==> src/rtl/pipelined_cla_adder.sv <==
// rtl/pipelined_cla_adder.sv - pipelined 4-bit-group carry-lookahead adder/subtractor with valid/ready flow control
module pipelined_cla_adder #(
  parameter int WIDTH            = 16,
  parameter int GROUPS_PER_STAGE = 1
) (
  input  logic             Clk,
  input  logic             Reset_n,
  input  logic             in_valid,
  output logic             in_ready,
  input  logic [WIDTH-1:0] A,
  input  logic [WIDTH-1:0] B,
  input  logic             sub,
  input  logic             cin,
  output logic             out_valid,
  input  logic             out_ready,
  output logic [WIDTH-1:0] S,
  output logic             cout,
  output logic             ovf,
  output logic             zero
);

  localparam int NGROUPS = WIDTH / 4;
  localparam int L       = NGROUPS / GROUPS_PER_STAGE;

  // Stage registers: operands travel forward with the partial sum so the
  // unresolved upper groups are still available to later stages.
  logic [WIDTH-1:0] a_q   [L];
  logic [WIDTH-1:0] b_q   [L];
  logic [WIDTH-1:0] sum_q [L];
  logic [L-1:0]     v_q;
  logic [L-1:0]     c_q;
  logic             ovf_q;
  logic             zero_q;

  // Per-stage inputs (stage 0 reads the ports, stage k reads stage k-1).
  logic [WIDTH-1:0] src_a   [L];
  logic [WIDTH-1:0] src_b   [L];
  logic [WIDTH-1:0] src_sum [L];
  logic [WIDTH-1:0] nxt_sum [L];
  logic [L-1:0]     src_v;
  logic [L-1:0]     src_c;
  logic [L-1:0]     nxt_c;
  logic [L-1:0]     rdy;
  logic             msb_c;

  // Ready chain: a stage can load if it or any stage downstream has a hole,
  // or the consumer is taking the head beat this cycle.
  always_comb begin : ready_chain
    logic r;
    r = out_ready;
    for (int k = L - 1; k >= 0; k--) begin
      r      = r || !v_q[k];
      rdy[k] = r;
    end
  end

  assign in_ready = Reset_n && rdy[0];

  // Stage sources: subtraction is folded into stage 0 as ~B with carry-in 1.
  always_comb begin
    src_a[0]   = A;
    src_b[0]   = sub ? ~B : B;
    src_sum[0] = '0;
    src_c[0]   = sub | cin;
    src_v[0]   = in_valid && in_ready;
    for (int k = 1; k < L; k++) begin
      src_a[k]   = a_q[k-1];
      src_b[k]   = b_q[k-1];
      src_sum[k] = sum_q[k-1];
      src_c[k]   = c_q[k-1];
      src_v[k]   = v_q[k-1];
    end
  end

  // Lookahead logic: each stage resolves its own slice of 4-bit groups,
  // rippling the group carry-out between groups inside the stage.
  always_comb begin : lookahead
    logic [3:0] p;
    logic [3:0] g;
    logic       c0, c1, c2, c3, c4;
    int         base;
    msb_c = 1'b0;
    for (int k = 0; k < L; k++) begin
      nxt_sum[k] = src_sum[k];
      c0         = src_c[k];
      for (int j = 0; j < GROUPS_PER_STAGE; j++) begin
        base = (k * GROUPS_PER_STAGE + j) * 4;
        p    = src_a[k][base +: 4] ^ src_b[k][base +: 4];
        g    = src_a[k][base +: 4] & src_b[k][base +: 4];
        c1   = g[0] | (p[0] & c0);
        c2   = g[1] | (p[1] & g[0]) | (p[1] & p[0] & c0);
        c3   = g[2] | (p[2] & g[1]) | (p[2] & p[1] & g[0]) | (p[2] & p[1] & p[0] & c0);
        c4   = g[3] | (p[3] & g[2]) | (p[3] & p[2] & g[1]) | (p[3] & p[2] & p[1] & g[0])
             | (p[3] & p[2] & p[1] & p[0] & c0);
        nxt_sum[k][base +: 4] = p ^ {c3, c2, c1, c0};
        if (base + 4 == WIDTH) begin
          msb_c = c3;
        end
        c0 = c4;
      end
      nxt_c[k] = c0;
    end
  end

  // Pipeline advance: a stage loads only when ready, keeps data while stalled,
  // and skips the data load on bubbles so held results never toggle.
  always_ff @(posedge Clk or negedge Reset_n) begin
    if (!Reset_n) begin
      for (int k = 0; k < L; k++) begin
        a_q[k]   <= '0;
        b_q[k]   <= '0;
        sum_q[k] <= '0;
      end
      v_q    <= '0;
      c_q    <= '0;
      ovf_q  <= 1'b0;
      zero_q <= 1'b0;
    end else begin
      for (int k = 0; k < L; k++) begin
        if (rdy[k]) begin
          v_q[k] <= src_v[k];
          if (src_v[k]) begin
            a_q[k]   <= src_a[k];
            b_q[k]   <= src_b[k];
            sum_q[k] <= nxt_sum[k];
            c_q[k]   <= nxt_c[k];
          end
        end
      end
      if (rdy[L-1] && src_v[L-1]) begin
        ovf_q  <= msb_c ^ nxt_c[L-1];
        zero_q <= ~|nxt_sum[L-1];
      end
    end
  end

  assign out_valid = v_q[L-1];
  assign S         = sum_q[L-1];
  assign cout      = c_q[L-1];
  assign ovf       = ovf_q;
  assign zero      = zero_q;

endmodule
==> config.mk <==
export PLATFORM = sky130hd
export DESIGN_NAME = pipelined_cla_adder
export DESIGN_NICKNAME = d
export VERILOG_FILES = /design/src/rtl/pipelined_cla_adder.sv
export SDC_FILE = /design/constraint.sdc
export NUM_CORES = 1
export LEC_CHECK = 0
export ABC_AREA = 0
export CORE_AREA = 2 2 87 97
export CTS_BUF_LIST = sky130_fd_sc_hd__clkbuf_2
export CTS_CLUSTER_SIZE = 8
export DETAILED_ROUTE_END_ITERATION = 12
export DIE_AREA = 0 0 89 99
export HOLD_SLACK_MARGIN = 0.05
export MAX_ROUTING_LAYER = met4
export PLACE_DENSITY = 0.81
export SLEW_MARGIN = 30
export SYNTH_ARGS = -nofsm -noshare
export SYNTH_HDL_FRONTEND = slang
export SYNTH_SLANG_ARGS = --single-unit
export TNS_END_PERCENT = 50
==> constraint.sdc <==
create_clock -name Clk -period 2.3 [get_ports Clk]
set_clock_uncertainty 0.05 [all_clocks]
set_input_delay 0.46 -clock Clk [delete_from_list [all_inputs] [get_ports Clk]]
set_output_delay 0.46 -clock Clk [all_outputs]
set_load 0.01 [all_outputs]
==> impl_metrics.py <==
metrics = {
    "run": {
        "timing.max_cap.violations": 0,
    },
    "drt": {
        "drtIter0Drc": 119,
        "via_per_inst": 5.09,
        "drt_first_pass_iters": 4,
        "wl_met3_um": 268,
        "wl_met1_um": 3190,
        "met2_length_um": 3350,
        "drt_wl_total_um": 6910,
        "drc_errors": 0,
        "topRoutingLayerUsed": "met4",
        "vias": 2654,
        "post_drt_wl_per_cell_um": 13.3,
        "ant_nets": 0,
    },
    "grt": {
        "grt_pass1_wl_um": 12300,
        "grt_pass1_vias": 2653,
        "grt_usage_pct": 18.7,
        "antenna_found_initial": 1,
        "overflow": 0,
        "grt_max_degree": 59,
    },
    "layout": {
        "final_common_cell": "dfrtp_1",
        "area_growth_pct": 22.0,
        "finalInstanceArea_um2": 5310,
        "post-route-util_pct": 67.9,
        "layout_common_cells": "dfrtp_1 (98), mux2_2 (62), clkdlybuf4s50_1 (56)",
        "finalNetCount": 465,
        "drive_above_1_share_pct": 25.0,
    },
    "power_and_ir_drop": {
        "power_density_nw_per_um2": 1010,
        "combPwrFrac_pct": 33.8,
        "switching_share_pct": 30.8,
        "peakVddDrop_v": 0.000358,
        "pwr-share-seq_pct": 49.0,
        "p_leak_nw": 2.38,
        "p_clk_share_pct": 17.2,
        "p_int_mw": 3.70,
        "p_sw_mw": 1.65,
    },
    "critical_path": {
        "cp.arrival_ns": 1.66,
        "crit_end": "in_ready",
        "critPathLaunch": "v_q[2]",
        "worst-setup-path-type": "reg2out",
        "worst-endpoint-required_ns": 1.79,
        "r2r_cells": 6,
        "path_max_fanout": 2,
        "timing.rr.end": "zero",
        "cp-start-kind": "flop",
        "rr_startpoint": "a_q[28]",
        "end_kind": "output pin",
        "rrSetupSlack_ns": 0.16,
    },
    "place": {
        "portBuffers": 58,
        "place_ws_ns": -0.249,
        "place_congestion": 0.794,
        "dp_hpwl_um": 5170,
        "placed_area_um2": 5130,
    },
    "yosys": {
        "synth_adder_area_share_pct": 6.44,
        "synthMuxAreaShare_pct": 16.3,
        "yosys_warnings": 0,
        "synth_seq_area_share_pct": 56.3,
        "synth_seq_cells": 98,
        "synth.net_count": 393,
        "synth.top_cell.area_share_pct": 56.3,
        "synth.area.top_cells": "dfrtp_1 (56%), mux2_2 (16%), ha_1 (4.6%), xnor2_1 (3.4%), o21ai_0 (3.3%)",
        "avgSynthCellArea_um2": 13.0,
        "synthFlopType": "dfrtp_1",
        "synth-async-reset-ratio_pct": 100,
        "yosysTopAreaCell": "dfrtp_1",
        "synth_compound_area_share_pct": 7.73,
        "syn_area_um2": 4350,
        "synth_cells": 335,
        "synth_xor_area_share_pct": 5.23,
        "synth_top_family_by_area": "multiplexers",
        "ys_types": 37,
        "synthSimpleGateAreaFrac_pct": 5.52,
        "synth_edf_count": 0,
    },
    "status": {
        "status": "complete, no violations",
    },
    "sta": {
        "maxSlewViolCount": 0,
        "min_period_ns": 2.17,
        "maxSlewHeadroom_pct": 52.4,
        "tightest_slew_ns": 0.713,
        "fin_setup_tns_ns": 0,
        "rsz0062_at_grt": "yes",
        "hold_viol": 0,
        "holdWs_ns": 0.438,
        "fin_crit_sh_pct": 94.3,
        "final-setup-viol-count": 0,
        "fmax_mhz": 461,
        "setup_ws_ns": 0.131,
    },
    "cts": {
        "clk_latency_ns": 0.56,
        "cts-root-buf": "clkbuf_2",
        "clk_path_buf_depth": 2,
        "htreeDepth": 3,
        "cts_tree": "done",
        "cts_made_buffers": 9,
        "clk_pin_slew_ns": 0.25,
        "cts.sinks": 98,
    },
    "die": {
        "num_io_pins": 59,
        "die_area_um2": 8810,
        "start_util_pct": 55.6,
        "core-area_um2": 7830,
        "die_y_um": 99,
        "dieWidth_um": 89,
        "rows": 34,
    },
    "min_path": {
        "hp-class": "in2reg",
    },
}
critical path, stage by stage (launching register included):
cell and delay (ns):
dfrtp_1 0.41, nand4b_1 0.17, or2_4 0.27, and2_4 0.14, buf_6 0.11
flip-flops by register name, indices dropped and copies added (netlist names):
name / count
ovf: 1
c_q: 4
nxt_sum: 24
v_q: 4
a_q: 24
b_q: 24
S: 16
zero: 1
layout make-up:
cell class / count / area [um2]
well taps: 108 / 135
clock buffers: 10 / 50.0
inverters: 7 / 26.3
diodes: 1 / 2.50
fillers: 599 / 2520
flip-flops and latches: 98 / 2450
multi-input cells: 216 / 1810
clock inverters: 6 / 91.3
repair buffers: 75 / 747
layer usage:
layer | vias to the layer above | track usage [%]
met4 | 0 | 6.89
li1 | 1320 | -
met2 | 51 | 28.0
met1 | 1276 | 24.9
met3 | 7 | 4.52
met5 | - | -
cells by family (layout without fill, tap and decap cells):
| family | count (synthesis) | count (layout) |
|---|---|---|
| AO/OA/AOI/OAI | 55 | 55 |
| flip-flops | 98 | 98 |
| XOR/XNOR | 26 | 26 |
| multiplexers | 63 | 63 |
| adder cells (fa/ha/maj) | 20 | 20 |
| buffers and inverters | 21 | 98 |
| AND/OR/NAND/NOR | 52 | 52 |
| other | 0 | 1 |
Yosys cell counts (3+ instances only):
cell and number:
xor2_1 9, xnor2_1 17, buf_4 3, mux2_2 62, a211oi_1 4, a21oi_1 7
nor2_1 6, o21ai_0 29, buf_2 8, o21bai_1 3, dfrtp_1 98, fa_1 4
nand2_1 34, ha_1 16, inv_1 7, nand2b_1 3
power groups by stage:
| stage | Combinational, mW | Clock [mW] | Sequential (mW) |
|---|---|---|---|
| 3_5_place_dp | 1.81 | 0 | 2.67 |
| 5_1_grt | 2.03 | 1.02 | 2.70 |
| 2_1_floorplan | 1.11 | 0 | 2.63 |
| 6_report | 1.81 | 0.920 | 2.62 |
| 4_1_cts | 1.83 | 0.937 | 2.62 |
| 3_3_place_gp | 1.74 | 0 | 2.64 |
worst min path at each step:
stage	startpoint	end	slack [ns]	cells past startpoint
detailed placement	nxt_sum[34]	nxt_sum[34]	0.42	2
finish	A[12]	a_q[60]	0.44	2
global route	A[11]	a_q[59]	0.38	2
floorplan	Reset_n	S[0]	0.11	0
global placement	nxt_sum[22]	nxt_sum[22]	0.41	2
CTS	A[12]	a_q[60]	0.42	2
timing repair:
item,in CTS,in global routing
setup buffers,3,0
hold buffers,1,0
pin swaps,2,3
endpoints found under the hold margin,43,0
resized for setup,5,2
endpoints found under the setup margin,1,1
per-stage QoR:
stage	std cells	power, mW
CTS	520	5.39
global route	521	5.75
global placement	500	4.38
finish	521	5.34
floorplan	335	3.74
detailed placement	500	4.48
Power figures use the tool's default switching activity.
